--- src/rtl/sirv_tl_pkg.sv ---
// ---------------------------------------------------------------------------
// sirv_tl_pkg
// Shared definitions for the QSPI flash TileLink-UL port.
//   - TileLink A/D opcode constants used by the port and its test bench.
//   - FSM state encoding of the port (IDLE, REQ, WAIT, RESP).
//   - flash_access_err(): decode of an accepted A request into an access
//     error flag (wrong opcode, wrong size, flash disabled, out of window).
// ---------------------------------------------------------------------------
package sirv_tl_pkg;

  // A channel opcodes
  localparam logic [2:0] TL_PUTFULL = 3'd0;
  localparam logic [2:0] TL_PUTPART = 3'd1;
  localparam logic [2:0] TL_GET     = 3'd4;

  // D channel opcodes
  localparam logic [2:0] TL_ACK     = 3'd0;
  localparam logic [2:0] TL_ACKDATA = 3'd1;

  // Port FSM states
  typedef enum logic [1:0] {
    ST_IDLE = 2'd0,
    ST_REQ  = 2'd1,
    ST_WAIT = 2'd2,
    ST_RESP = 2'd3
  } tl_state_e;

  // An access is only serviceable when it is a single-byte Get, the flash is
  // memory-mapped, and the offset from the window base lands inside the
  // flash byte-address space. The caller passes the offset already shifted
  // right by the flash address width, so any set bit means out of window.
  function automatic logic flash_access_err(
    input logic [2:0]  opcode,
    input logic [2:0]  size,
    input logic        flash_en,
    input logic [29:0] off_hi
  );
    return (opcode != TL_GET) || (size != 3'd0) || !flash_en || (off_hi != 30'd0);
  endfunction

endpackage

--- src/rtl/sirv_qspi_flash_tlport_if.sv ---
// ---------------------------------------------------------------------------
// sirv_qspi_flash_tlport_if
// Bundles the three handshake channels around the flash TileLink port:
//   A channel : a_valid/a_ready, a_opcode, a_size, a_source, a_address,
//               a_mask, a_data                     (fragmenter -> port)
//   D channel : d_valid/d_ready, d_opcode, d_param, d_size, d_source,
//               d_sink, d_addr_lo, d_data, d_error  (port -> fragmenter)
//   Engine    : f_req_valid/f_req_ready, f_req_addr, f_req_cont (port -> engine)
//               f_resp_valid, f_resp_data, f_cont_break        (engine -> port)
// Modports:
//   slave  : view of the TileLink port itself
//   master : view of the surrounding system (fragmenter + read engine)
// ---------------------------------------------------------------------------
interface sirv_qspi_flash_tlport_if #(
  parameter int SRC_W  = 7,
  parameter int ADDR_W = 24
);

  // A channel
  logic              a_ready;
  logic              a_valid;
  logic [2:0]        a_opcode;
  logic [2:0]        a_size;
  logic [SRC_W-1:0]  a_source;
  logic [29:0]       a_address;
  logic              a_mask;
  logic [7:0]        a_data;

  // D channel
  logic              d_ready;
  logic              d_valid;
  logic [2:0]        d_opcode;
  logic [1:0]        d_param;
  logic [2:0]        d_size;
  logic [SRC_W-1:0]  d_source;
  logic              d_sink;
  logic              d_addr_lo;
  logic [7:0]        d_data;
  logic              d_error;

  // Flash read engine
  logic              f_req_valid;
  logic              f_req_ready;
  logic [ADDR_W-1:0] f_req_addr;
  logic              f_req_cont;
  logic              f_resp_valid;
  logic [7:0]        f_resp_data;
  logic              f_cont_break;

  modport slave (
    output a_ready,
    input  a_valid, a_opcode, a_size, a_source, a_address, a_mask, a_data,
    input  d_ready,
    output d_valid, d_opcode, d_param, d_size, d_source, d_sink, d_addr_lo,
           d_data, d_error,
    output f_req_valid, f_req_addr, f_req_cont,
    input  f_req_ready, f_resp_valid, f_resp_data, f_cont_break
  );

  modport master (
    input  a_ready,
    output a_valid, a_opcode, a_size, a_source, a_address, a_mask, a_data,
    output d_ready,
    input  d_valid, d_opcode, d_param, d_size, d_source, d_sink, d_addr_lo,
           d_data, d_error,
    input  f_req_valid, f_req_addr, f_req_cont,
    output f_req_ready, f_resp_valid, f_resp_data, f_cont_break
  );

endinterface

--- src/rtl/sirv_qspi_flash_tlport.sv ---
// ---------------------------------------------------------------------------
// sirv_qspi_flash_tlport
// TileLink-UL slave port sitting behind the QSPI fragmenter. Each accepted A
// request is a single byte; valid Gets become one read request to the QSPI
// flash read engine, everything else is answered directly with an error.
// Only one transaction is in flight at a time. The port remembers the byte
// address that follows the last completed read so it can tell the engine
// when a new request simply continues the previous burst (the engine can
// then keep CS asserted and stay in continuous-read mode).
//
// Ports:
//   clk, rst_n : clock, asynchronous active-low reset
//   flash_en   : memory-mapped flash mode enabled
//   bus        : A/D TileLink channels and the engine request/response
//                channels (sirv_qspi_flash_tlport_if.slave)
// ---------------------------------------------------------------------------
module sirv_qspi_flash_tlport
  import sirv_tl_pkg::*;
#(
  parameter int          ADDR_W = 24,
  parameter logic [29:0] BASE   = 30'h2000_0000,
  parameter int          SRC_W  = 7
) (
  input  logic                    clk,
  input  logic                    rst_n,
  input  logic                    flash_en,
  sirv_qspi_flash_tlport_if.slave bus
);

  tl_state_e         state_q, state_d;
  logic [2:0]        opcode_q, opcode_d;
  logic [2:0]        size_q, size_d;
  logic [SRC_W-1:0]  source_q, source_d;
  logic              addr_lo_q, addr_lo_d;
  logic [7:0]        data_q, data_d;
  logic              error_q, error_d;
  logic [ADDR_W-1:0] req_addr_q, req_addr_d;
  logic              req_cont_q, req_cont_d;
  logic              cont_vld_q, cont_vld_d;
  logic [ADDR_W-1:0] next_addr_q, next_addr_d;

  logic              a_hs;
  logic [29:0]       off;
  logic [ADDR_W-1:0] off_lo;
  logic              acc_err;

  // Offset into the flash window; an address below BASE wraps to a huge
  // offset and is therefore rejected by the window check.
  assign off     = bus.a_address - BASE;
  assign off_lo  = off[ADDR_W-1:0];
  assign acc_err = flash_access_err(bus.a_opcode, bus.a_size, flash_en, off >> ADDR_W);
  assign a_hs    = bus.a_valid && (state_q == ST_IDLE);

  // Write data and mask have no effect on a read-only flash window.
  logic unused_ok;
  assign unused_ok = ^{bus.a_mask, bus.a_data};

  always_comb begin
    state_d     = state_q;
    opcode_d    = opcode_q;
    size_d      = size_q;
    source_d    = source_q;
    addr_lo_d   = addr_lo_q;
    data_d      = data_q;
    error_d     = error_q;
    req_addr_d  = req_addr_q;
    req_cont_d  = req_cont_q;
    cont_vld_d  = cont_vld_q;
    next_addr_d = next_addr_q;

    unique case (state_q)
      ST_IDLE: begin
        if (a_hs) begin
          size_d    = bus.a_size;
          source_d  = bus.a_source;
          addr_lo_d = bus.a_address[0];
          if (acc_err) begin
            state_d  = ST_RESP;
            error_d  = 1'b1;
            data_d   = 8'h00;
            opcode_d = (bus.a_opcode == TL_GET) ? TL_ACKDATA : TL_ACK;
          end else begin
            state_d    = ST_REQ;
            error_d    = 1'b0;
            req_addr_d = off_lo;
            // A break arriving together with the accept already kills the
            // burst, so it must not be advertised as a continuation.
            req_cont_d = cont_vld_q && !bus.f_cont_break && (off_lo == next_addr_q);
          end
        end
      end

      ST_REQ: begin
        if (bus.f_req_ready) begin
          state_d = ST_WAIT;
        end
      end

      ST_WAIT: begin
        if (bus.f_resp_valid) begin
          state_d     = ST_RESP;
          data_d      = bus.f_resp_data;
          opcode_d    = TL_ACKDATA;
          error_d     = 1'b0;
          next_addr_d = req_addr_q + {{(ADDR_W-1){1'b0}}, 1'b1};
          cont_vld_d  = 1'b1;
        end
      end

      ST_RESP: begin
        if (bus.d_ready) begin
          state_d = ST_IDLE;
        end
      end

      default: state_d = ST_IDLE;
    endcase

    // Losing continuous mode overrides the set from a completing read.
    if (bus.f_cont_break || !flash_en || (a_hs && acc_err)) begin
      cont_vld_d = 1'b0;
    end
  end

  always_ff @(posedge clk or negedge rst_n) begin
    if (!rst_n) begin
      state_q     <= ST_IDLE;
      opcode_q    <= 3'd0;
      size_q      <= 3'd0;
      source_q    <= '0;
      addr_lo_q   <= 1'b0;
      data_q      <= 8'h00;
      error_q     <= 1'b0;
      req_addr_q  <= '0;
      req_cont_q  <= 1'b0;
      cont_vld_q  <= 1'b0;
      next_addr_q <= '0;
    end else begin
      state_q     <= state_d;
      opcode_q    <= opcode_d;
      size_q      <= size_d;
      source_q    <= source_d;
      addr_lo_q   <= addr_lo_d;
      data_q      <= data_d;
      error_q     <= error_d;
      req_addr_q  <= req_addr_d;
      req_cont_q  <= req_cont_d;
      cont_vld_q  <= cont_vld_d;
      next_addr_q <= next_addr_d;
    end
  end

  // A channel
  assign bus.a_ready     = (state_q == ST_IDLE);

  // Engine request: address and continuation flag come from flops so they
  // stay stable while the engine stalls.
  assign bus.f_req_valid = (state_q == ST_REQ);
  assign bus.f_req_addr  = req_addr_q;
  assign bus.f_req_cont  = req_cont_q;

  // D channel
  assign bus.d_valid     = (state_q == ST_RESP);
  assign bus.d_opcode    = opcode_q;
  assign bus.d_param     = 2'b00;
  assign bus.d_size      = size_q;
  assign bus.d_source    = source_q;
  assign bus.d_sink      = 1'b0;
  assign bus.d_addr_lo   = addr_lo_q;
  assign bus.d_data      = data_q;
  assign bus.d_error     = error_q;

  // The engine must only answer an outstanding request; a stray response
  // is dropped by the FSM above.
  resp_only_in_wait: assert property (
    @(posedge clk) disable iff (!rst_n) bus.f_resp_valid |-> (state_q == ST_WAIT)
  );

endmodule

--- src/flat_wrapper.sv ---
// flat-port wrapper written by rule: the top's interface ports become plain ports
module sirv_qspi_flash_tlport_flat import sirv_tl_pkg::*;
#(
  parameter int          ADDR_W = 24,
  parameter logic [29:0] BASE   = 30'h2000_0000,
  parameter int          SRC_W  = 7
)
  (clk, rst_n, flash_en, bus_a_ready, bus_a_valid, bus_a_opcode, bus_a_size, bus_a_source, bus_a_address, bus_a_mask, bus_a_data, bus_d_ready, bus_d_valid, bus_d_opcode, bus_d_param, bus_d_size, bus_d_source, bus_d_sink, bus_d_addr_lo, bus_d_data, bus_d_error, bus_f_req_valid, bus_f_req_addr, bus_f_req_cont, bus_f_req_ready, bus_f_resp_valid, bus_f_resp_data, bus_f_cont_break);
  sirv_qspi_flash_tlport_if #(.SRC_W(SRC_W), .ADDR_W(ADDR_W)) bus_i ();
  input  logic clk;
  input  logic rst_n;
  input  logic flash_en;
  output wire logic [$bits(bus_i.a_ready)-1:0] bus_a_ready;
  input wire logic [$bits(bus_i.a_valid)-1:0] bus_a_valid;
  input wire logic [$bits(bus_i.a_opcode)-1:0] bus_a_opcode;
  input wire logic [$bits(bus_i.a_size)-1:0] bus_a_size;
  input wire logic [$bits(bus_i.a_source)-1:0] bus_a_source;
  input wire logic [$bits(bus_i.a_address)-1:0] bus_a_address;
  input wire logic [$bits(bus_i.a_mask)-1:0] bus_a_mask;
  input wire logic [$bits(bus_i.a_data)-1:0] bus_a_data;
  input wire logic [$bits(bus_i.d_ready)-1:0] bus_d_ready;
  output wire logic [$bits(bus_i.d_valid)-1:0] bus_d_valid;
  output wire logic [$bits(bus_i.d_opcode)-1:0] bus_d_opcode;
  output wire logic [$bits(bus_i.d_param)-1:0] bus_d_param;
  output wire logic [$bits(bus_i.d_size)-1:0] bus_d_size;
  output wire logic [$bits(bus_i.d_source)-1:0] bus_d_source;
  output wire logic [$bits(bus_i.d_sink)-1:0] bus_d_sink;
  output wire logic [$bits(bus_i.d_addr_lo)-1:0] bus_d_addr_lo;
  output wire logic [$bits(bus_i.d_data)-1:0] bus_d_data;
  output wire logic [$bits(bus_i.d_error)-1:0] bus_d_error;
  output wire logic [$bits(bus_i.f_req_valid)-1:0] bus_f_req_valid;
  output wire logic [$bits(bus_i.f_req_addr)-1:0] bus_f_req_addr;
  output wire logic [$bits(bus_i.f_req_cont)-1:0] bus_f_req_cont;
  input wire logic [$bits(bus_i.f_req_ready)-1:0] bus_f_req_ready;
  input wire logic [$bits(bus_i.f_resp_valid)-1:0] bus_f_resp_valid;
  input wire logic [$bits(bus_i.f_resp_data)-1:0] bus_f_resp_data;
  input wire logic [$bits(bus_i.f_cont_break)-1:0] bus_f_cont_break;
  assign bus_a_ready = bus_i.a_ready;
  assign bus_i.a_valid = bus_a_valid;
  assign bus_i.a_opcode = bus_a_opcode;
  assign bus_i.a_size = bus_a_size;
  assign bus_i.a_source = bus_a_source;
  assign bus_i.a_address = bus_a_address;
  assign bus_i.a_mask = bus_a_mask;
  assign bus_i.a_data = bus_a_data;
  assign bus_i.d_ready = bus_d_ready;
  assign bus_d_valid = bus_i.d_valid;
  assign bus_d_opcode = bus_i.d_opcode;
  assign bus_d_param = bus_i.d_param;
  assign bus_d_size = bus_i.d_size;
  assign bus_d_source = bus_i.d_source;
  assign bus_d_sink = bus_i.d_sink;
  assign bus_d_addr_lo = bus_i.d_addr_lo;
  assign bus_d_data = bus_i.d_data;
  assign bus_d_error = bus_i.d_error;
  assign bus_f_req_valid = bus_i.f_req_valid;
  assign bus_f_req_addr = bus_i.f_req_addr;
  assign bus_f_req_cont = bus_i.f_req_cont;
  assign bus_i.f_req_ready = bus_f_req_ready;
  assign bus_i.f_resp_valid = bus_f_resp_valid;
  assign bus_i.f_resp_data = bus_f_resp_data;
  assign bus_i.f_cont_break = bus_f_cont_break;
  sirv_qspi_flash_tlport #(.ADDR_W(ADDR_W), .BASE(BASE), .SRC_W(SRC_W)) u_core (.clk(clk), .rst_n(rst_n), .flash_en(flash_en), .bus(bus_i));
endmodule
--- config.mk ---
export PLATFORM = sky130hd
export DESIGN_NAME = sirv_qspi_flash_tlport_flat
export DESIGN_NICKNAME = d
export VERILOG_FILES = /design/src/rtl/sirv_tl_pkg.sv /design/src/rtl/sirv_qspi_flash_tlport_if.sv /design/src/rtl/sirv_qspi_flash_tlport.sv /design/src/flat_wrapper.sv
export SDC_FILE = /design/constraint.sdc
export NUM_CORES = 1
export LEC_CHECK = 0
export ABC_AREA = 1
export BUFFER_PORTS_ARGS = -buffer_cell sky130_fd_sc_hd__buf_2
export CORE_ASPECT_RATIO = 0.5
export CORE_MARGIN = 5
export CORE_UTILIZATION = 45
export CTS_BUF_LIST = sky130_fd_sc_hd__clkbuf_2
export DETAILED_ROUTE_END_ITERATION = 10
export PLACE_DENSITY_LB_ADDON = 0.12
export SLEW_MARGIN = 20
export SYNTH_ARGS = -nofsm -noshare
export SYNTH_HDL_FRONTEND = slang
export SYNTH_SLANG_ARGS = --single-unit
--- constraint.sdc ---
create_clock -name clk -period 1.8 [get_ports clk]
set_clock_uncertainty 0.05 [all_clocks]
set_input_delay 0.45 -clock clk [delete_from_list [all_inputs] [get_ports clk]]
set_output_delay 0.45 -clock clk [all_outputs]
set_load 0.01 [all_outputs]
**Word-level counts from Yosys, hierarchy flattened**

Cells that the tools add are included.
W data, S select, Z words.

- Register bits after elaboration: 75
- Input port bits: 68
- Output and inout bits: 54
- Word-level logic and storage cells: 71

- Add/sub/neg operators: 2
- Equality and inequality tests: 11
- Mux-type cells: 22
- Bitwise logic cells: 1
- Reduce and logical (&&, ||, !) cells: 24

Operators by type and width:

| cell | count |
|---|---|
| $reduce_bool A30 Y1 | 1 |
| $sub A30 B30 Y30 const B | 1 |
| $add A24 B1 Y24 const B | 1 |
| $eq A24 B24 Y1 | 1 |
| $mux W8 | 3 |
| $pmux W8 S2 | 1 |
| $mux W2 | 5 |
| $mux W3 | 3 |
| $pmux W2 S4 | 1 |
| $reduce_and A4 Y1 | 2 |
| $mux W1 | 7 |
| $ne A2 B1 Y1 const B | 3 |
| $pmux W3 S2 | 1 |
| $reduce_and A2 Y1 | 3 |
| $reduce_and A3 Y1 | 2 |
| $reduce_bool A2 Y1 | 3 |
| $logic_or A1 B1 Y1 | 5 |
| $eq A2 B2 Y1 const B | 2 |
| $logic_and A1 B1 Y1 | 4 |
| $ne A2 B2 Y1 const B | 2 |
| $eq A3 B3 Y1 const B | 1 |
| $ne A3 B3 Y1 const B | 1 |
| $reduce_bool A3 Y1 | 1 |
| $eq A2 B1 Y1 const B | 1 |
| other kinds (4) | 5 |

**Logic depth before layout (Yosys ltp)**

Gate-level depths: netlist of the first run.

- Depth in word-level cells: 8
- Mapped depth: 10
- Mapped depth without buffers: 9

**Least setup slack after synthesis of the first run**

OpenSTA, ideal clock, no wires.

- Path type: flip-flop to flip-flop
- From: register u_core.state_q[0]
- To: register u_core.opcode_q[0] (netlist: u_core.bus.d_opcode[0])
- Setup time: 119 ps
- Arrival time: 1466 ps
- Required time: 1631 ps
- Slack: 165 ps
- Stages on the path, launching flop included: 10
- Path buffers: 1
- Cells stage by stage: dfrtp_1 inv_1 ha_1 inv_1 o22ai_1 a21oi_2 o21ai_4 buf_6 nand2_2 o21ai_2

- Word-level cells in the longest chain between the ends: 4
- Elaborated cells on any way between the ends: 9

Ends and longest elaborated chain:

| element | RTL line | RTL |
|---|---|---|
| from (decl) | sirv_qspi_flash_tlport.sv:30 | `tl_state_e state_q, state_d;` |
| from (signal assigned) | sirv_qspi_flash_tlport.sv:139 | `state_q <= state_d;` |
| $logic_not A2 Y1 * | - |  |
| via bus_a_ready | flat_wrapper.sv:13 | `output wire logic [$bits(bus_i.a_ready)-1:0] bus_a_ready;` |
| $logic_and A1 B1 Y1 | sirv_qspi_flash_tlport.sv:52 | `assign a_hs = bus.a_valid && (state_q == ST_IDLE);` |
| $ne A2 B1 Y1 (no source line) | - |  |
| $reduce_and A4 Y1 (no source line) | - |  |
| to (signal assigned) | sirv_qspi_flash_tlport.sv:140 | `opcode_q <= opcode_d;` |
| to (decl) | sirv_qspi_flash_tlport.sv:31 | `logic [2:0] opcode_q, opcode_d;` |

The timed path passes the listed nets; every way through them passes the cells marked *.
A chain may end at the register's enable or synchronous reset.

**Worst setup path after layout of the first run**

- From: register u_core.state_q[0]
- To: output port bus_f_req_valid

- Word-level cells in the longest chain between the ends: 1

Ends and longest elaborated chain:

| element | RTL line | RTL |
|---|---|---|
| $eq A2 B1 Y1 | sirv_qspi_flash_tlport.sv:158 | `assign bus.f_req_valid = (state_q == ST_REQ);` |
| to (decl) | flat_wrapper.sv:31 | `output wire logic [$bits(bus_i.f_req_valid)-1:0] bus_f_req_valid;` |

No other way between the ends.

==> flow_summary.ini, run 1 <==
[power]
comb_power_share_pct = 37.7
clockPowerShare_pct = 20.7
irDropWorstVdd_mv = 0.725
pwr-share-seq_pct = 41.6
p_leak_nw = 2.61
switching_share_pct = 36.3
power_density_nw_per_um2 = 982
switchingPower_mw = 1.82
p_int_mw = 3.19

[worst_setup_path]
crit_top_cell = buf_6
reg2reg_to = u_core.bus.d_data[4]
crit_type = reg2out
critPathMaxFanout = 2
crit_end = bus_f_req_valid
r2r_start = u_core.state_q[1]
cp.arrival_ns = 1.38
critical_path.top_delay_family = flip-flops
cpPeakStageDelay_ns = 0.44
cp.depth = 3
critPathLaunch = u_core.state_q[0]
worstRegToRegCells = 9
worst-r2r-setup-slack_ns = 0.13
cp_num_buf_inv = 2
worstSetupStartpointType = register
endpoint_kind = primary output
critPathSlowestCell = dfrtp_1
crit_required_ns = 1.30
path_cells = buf_6, ha_4, buf_6

[global_route]
grt_antenna_before_repair = 1
grt_usage_pct = 20.4
use_met3_pct = 7.40
busiest_layer = met2
grt_pass1_vias = 3650
grt_use_met2_pct = 31.4
overflow = 0
grt_pass1_wl_um = 17700
grt_max_degree = 34
use_met1_pct = 27.4

[finish]
layout_common_cells = 215 x nand2_1, 103 x buf_2, 68 x dfrtp_1
finalNetCount = 744
nFillCells = 854
design_area_um2 = 5100
area_growth_pct = 28.0
stdcell_count = 791
drive_above_1_share_pct = 26.9
final_common_cell = nand2_1
n_antenna_cell = 0

[die]
design.core.area_um2 = 8680
fp.dieW_um = 143
die_height_um = 76.5
dieArea_um2 = 11000
io_pins = 122
rows = 24
start_util_pct = 45.9

[place]
place_congestion = 0.857
dpl.hpwl_um = 8020
placed_cell_area_um2 = 4780
dp.cells = 766
io_buffers = 107

[synthesis]
yosys-top-cells-area = dfrtp_1 46%, nand2_1 20%, inv_1 5.6%
syn-cell-area_um2 = 3990
yosysSeqAreaShare_pct = 45.8
syn_inst = 536
synth-seq-cells = 73
synth_warnings = 0
ys_types = 32
syn_avg_cell_area_um2 = 7.43
synth_top_area_share_pct = 45.8
synth.largest_area_cell = dfrtp_1

[timing]
rsz0062_at_grt = true
min_period_over_period_pct = 104
hold_viol_final = 0
setup_slack_ns = -0.0761
setup_viol = 3
fin_crit_ns = 1.88
max_freq_mhz = 533
drv_slew = 0

[flow_run]
cap_violations = 0

[clock_tree]
clk_path_buf_depth = 2
h-tree-depth = 3
clk_latency_ns = 0.52
clk_pin_slew_ns = 0.21
cts_sinks = 73
root_buffer = clkbuf_2
cts_tree = done
cts_inserted_buffers = 9

[outcome]
status = finished with violations
failed_checks = setup timing

[detailed_routing]
vias_per_cell = 4.65
drtPass1Iterations = 4
routedWlPerCell_um = 13.2
ant_nets = 0
drcViolationCount = 0
first_iter_violations = 164
postRouteWirelength_um = 10500
vias = 3679

[worst_hold_path]
holdCritPathClass = in2reg
==> area by class of cell <==
class,count,area (um2),share of cell area [%]
clock buffer,9,45.0,0.883
clock inverter,6,83.8,1.64
inverter,63,239,4.68
multi-input combinational,386,1890,37.0
sequential,73,1830,35.9
tap,117,146,2.87
timing repair buffer,137,866,17.0
==> metal layers <==
metal	vias up	share of wire (%)
li1	1915	-
met1	1647	47
met2	102	45
met3	13	7.4
met4	2	1.2
met5	-	0.067
==> worst min-delay path, stage by stage <==
cell and delay [ns]:
buf_2 0.08, nand2_1 0.04, nand2_1 0.04
==> metrics by stage <==
stage	setup TNS (ns)	hold slack [ns]	utilization (%)	setup WS, ns	power (mW)
2_1_floorplan	0	0.104	-	0.165	3.11
3_3_place_gp	0	0.358	55.0	0.0947	3.75
3_5_place_dp	0	0.362	55.0	0.0190	3.79
4_1_cts	-0.394	0.00344	58.1	-0.132	5.02
5_1_grt	-0.536	0.00493	58.8	-0.180	5.39
6_report	-0.198	0.0641	58.8	-0.0761	5.01
==> power by group through the flow <==
stage	sequential, mW	clock (mW)	combinational [mW]
after CTS	2.09	1.08	1.86
after floorplan	2.17	0	0.939
after global placement	2.10	0	1.65
after global routing	2.12	1.16	2.11
after detailed placement	2.10	0	1.70
final	2.08	1.04	1.89
==> registers in the layout, indices dropped and copies added, names as in the netlist <==
| name | count |
|---|---|
| u_core.bus.f_req_cont | 1 |
| u_core.bus.d_opcode | 1 |
| u_core.cont_vld_q | 1 |
| u_core.bus.d_source | 7 |
| u_core.bus.d_data | 8 |
| u_core.bus.d_size | 3 |
| u_core.bus.d_error | 1 |
| u_core.state_q | 2 |
| u_core.next_addr_q | 24 |
| u_core.bus.f_req_addr | 24 |
| u_core.bus.d_addr_lo | 1 |
==> synth_stat cells <==
master	instances
o21bai_1	2
o21ai_4	1
nand3_4	2
clkbuf_1	8
clkbuf_2	1
conb_1	1
nand3b_1	4
nor2_2	6
nand2_1	216
o21ai_2	1
o21ai_1	24
dfrtp_1	73
a31oi_1	2
o21ai_0	27
xnor2_1	12
buf_6	2
a21oi_1	1
xor2_1	6
buf_2	2
o211ai_1	2
inv_2	4
nor2_1	41
nand2_2	1
nor2_4	3
o22ai_1	3
nand3_1	14
buf_4	5
nor3_4	1
inv_1	59
a21oi_2	1
ha_1	6
nand4_1	5
==> what timing repair did <==
item | 4_1_cts | 5_1_grt
endpoints found under the setup margin | 9 | 27
hold endpoints to repair | 20 | 0
pin swaps | 1 | 2
hold buffers | 6 | 0
setup buffers | 2 | 2
gates resized for setup | 14 | 16
==> worst min path at each step <==
stage	startpoint	end	slack, ns	cells after the start
global placement	rst_n	u_core.bus.d_data[1]	0.36	1
finish	bus_a_source[0]	u_core.bus.d_source[0]	0.06	3
global route	bus_a_source[0]	u_core.bus.d_source[0]	0.005	3
floorplan	rst_n	u_core.bus.d_addr_lo	0.10	0
detailed placement	rst_n	u_core.bus.d_data[2]	0.36	1
CTS	bus_a_source[0]	u_core.bus.d_source[0]	0.003	3
==> kinds of logic (layout without fill, tap and decap cells) <==
logic type | Yosys count | in the layout | share of synthesized area, %
simple gates | 293 | 293 | 30.7
buf+inv | 81 | 215 | 8.57
flops | 73 | 73 | 45.8
compound gates | 64 | 64 | 8.92
xor+xnor | 18 | 18 | 3.96
fa+ha+maj | 6 | 6 | 1.88
other cells | 1 | 5 | 0.0941
(Power assumes the default switching activity.)
==> inputs of run 2 (changes only) <==
--- a/config.mk
+++ b/config.mk
@@ -5,7 +5,7 @@
 export SDC_FILE = /design/constraint.sdc
 export NUM_CORES = 1
 export LEC_CHECK = 0
-export ABC_AREA = 1
+export ABC_AREA = 0
 export BUFFER_PORTS_ARGS = -buffer_cell sky130_fd_sc_hd__buf_2
 export CORE_ASPECT_RATIO = 0.5
 export CORE_MARGIN = 5
==> flow_summary.ini, run 2 <==
[finish]
nFillCells = 649
fin_util_pct = 66.4
seq_area_um2 = 1840
stdcell_count = 632
finalNetCount = 589
design_area_um2 = 5300
final_common_cell = buf_2
multi_input_area_um2 = 1810
n_antenna_cell = 0
drive_above_1_share_pct = 48.5
area_growth_pct = 44.6
layout_common_cells = 89 x buf_2, 63 x dfrtp_1, 42 x buf_4

[synthesis]
syn-cell-area_um2 = 3660
yosys-top-cells-area = dfrtp_1 50%, mux2_2 11%, xnor2_1 4.8%
syn_inst = 341
async_flop_share_pct = 100
synth.most_common_cell = dfrtp_1
yosysSeqAreaShare_pct = 49.9
ys_top_cells_by_count = 73 x dfrtp_1, 36 x mux2_2, 35 x nand2_1, 22 x o21ai_0
syn_avg_cell_area_um2 = 10.7
synth_flop_cell = dfrtp_1
synth_warnings = 0
synth-seq-cells = 73
ys_types = 39
synth_top_area_share_pct = 49.9
synth.largest_area_cell = dfrtp_1
synth-edff-count = 0

[power]
irDropWorstVdd_mv = 0.714
power_mw = 5.23
p_leak_nw = 2.60
power_density_nw_per_um2 = 987

[place]
dp.cells = 589
io_buffers = 107
dpl.hpwl_um = 6990
placed_cell_area_um2 = 4630
place_congestion = 0.799

[detailed_routing]
drtPass1Iterations = 4
routedWlPerCell_um = 15.8
drt-met1-wl_um = 4330
postRouteWirelength_um = 9970
met2_length_um = 4720
ant_nets = 0
highest_layer = met4
vias = 3188
route.met3.wl_um = 686
first_iter_violations = 105
vias_per_cell = 5.04
drcViolationCount = 0

[worst_hold_path]
hold_depth = 2
whs_endpoint = u_core.cont_vld_q
min_from = bus_f_cont_break
holdCritPathClass = in2reg

[global_route]
grt_max_degree = 74
grt_antenna_before_repair = 0
grt_pass1_wl_um = 15500
overflow = 0
grt_pass1_vias = 3214
grt_usage_pct = 20.1

[die]
rows = 23
die_height_um = 73.8
start_util_pct = 45.9
io_pins = 122
design.core.area_um2 = 7970
dieArea_um2 = 10100
fp.dieW_um = 138

[worst_setup_path]
crit_required_ns = 1.30
cp.arrival_ns = 1.42
r2r_start = u_core.state_q[1]
worstRegToRegCells = 7
worst-r2r-setup-slack_ns = -0.11
crit_type = reg2out
critPathMaxFanout = 3
reg2reg_to = u_core.bus.f_req_cont
endpoint_kind = primary output
worstSetupStartpointType = register

[timing]
setup_viol = 30
fin_setup_tns_ns = -1.24
drv_slew = 0
tightestPinTransition_ns = 0.615
slew_headroom_pct = 58.4
hold_viol_final = 0
max_freq_mhz = 521
min_period_over_period_pct = 107
setup_slack_ns = -0.118
fin_crit_ns = 1.92
rsz0062_at_grt = true

[outcome]
failed_checks = setup timing
status = finished with violations

[clock_tree]
cts_sinks = 73
clk_latency_ns = 0.54
clk_pin_slew_ns = 0.18
root_buffer = clkbuf_2
clk_path_buf_depth = 2
cts_inserted_buffers = 9
h-tree-depth = 3
cts_tree = done

[flow_run]
cap_violations = 0
-- run 2: changes by cell type after synthesis, sizes merged, moves of 11 or more --
cell / before / now
inv: 63 / 20
mux2: 0 / 36
mux2i: 0 / 11
nand2: 217 / 35
nor2: 50 / 16
o21ai: 53 / 22
xor2: 6 / 18
-- run 2: worst max-delay path by stage --
stage	start	endpoint	slack, ns	cells after the start
floorplan	u_core.state_q[1]	u_core.bus.f_req_cont	-0.01	6
global placement	bus_a_size[0]	u_core.bus.f_req_addr[8]	-0.38	6
detailed placement	bus_a_size[0]	u_core.bus.f_req_addr[7]	-0.40	6
CTS	u_core.state_q[1]	bus_d_valid	-0.14	3
global route	u_core.state_q[1]	bus_d_valid	-0.19	3
finish	u_core.state_q[1]	bus_d_valid	-0.12	3
-- run 2: cell type report --
cell class,instances,area share (%)
multi-input cells,235,34.1
well taps,112,2.65
repair buffers,176,25.1
clock buffers,12,1.13
flip-flops and latches,73,34.7
clock inverters,4,0.827
inverters,20,1.42
-- run 2: timing repair --
action,CTS,global route
gates cloned,2,0
endpoints found under the setup margin,52,62
hold buffers,1,0
setup buffers,9,16
resized for setup,29,34
pin swaps,4,9
hold endpoints to repair,73,0
-- run 2: logic make-up (layout without fill, tap and decap cells) --
group | Yosys count | count (layout) | share of synthesized area (%)
DFF | 73 | 73 | 49.9
AOI/OAI and AO/OA | 37 | 37 | 5.88
xor gates and xnor gates | 38 | 38 | 9.09
other | 1 | 5 | 0.102
muxes | 47 | 47 | 14.1
buffers and inverters | 37 | 212 | 4.34
adders and majority gates | 6 | 6 | 2.05
and+or+nand+nor | 102 | 102 | 14.6
-- run 2: layer usage --
| metal | up-vias | global-route usage, % |
|---|---|---|
| li1 | 1527 | - |
| met1 | 1529 | 26.5 |
| met2 | 110 | 31.9 |
| met3 | 22 | 5.88 |
| met4 | 0 | 6.86 |
| met5 | - | 0 |
-- run 2: critical path, cell delays in order, from the launching register on --
cell,delay [ns]
dfrtp_1,0.47
buf_6,0.15
ha_4,0.16
buf_6,0.11
-- run 2: stage by stage --
stage | setup WS (ns) | hold slack (ns)
after global routing | -0.193 | 0.00407
after detailed placement | -0.396 | 0.441
after floorplan | -0.0136 | 0.104
final | -0.118 | 0.0489
after CTS | -0.142 | 0.00173
after global placement | -0.379 | 0.432
-- run 2: power breakdown --
group | switching, mW | internal [mW] | leakage, nW | total (mW)
clock | 0.574 | 0.330 | 0.0734 | 0.903
combinational | 1.08 | 1.10 | 1.57 | 2.17
sequential | 0.189 | 1.96 | 0.950 | 2.15
total | 1.84 | 3.39 | 2.60 | 5.23
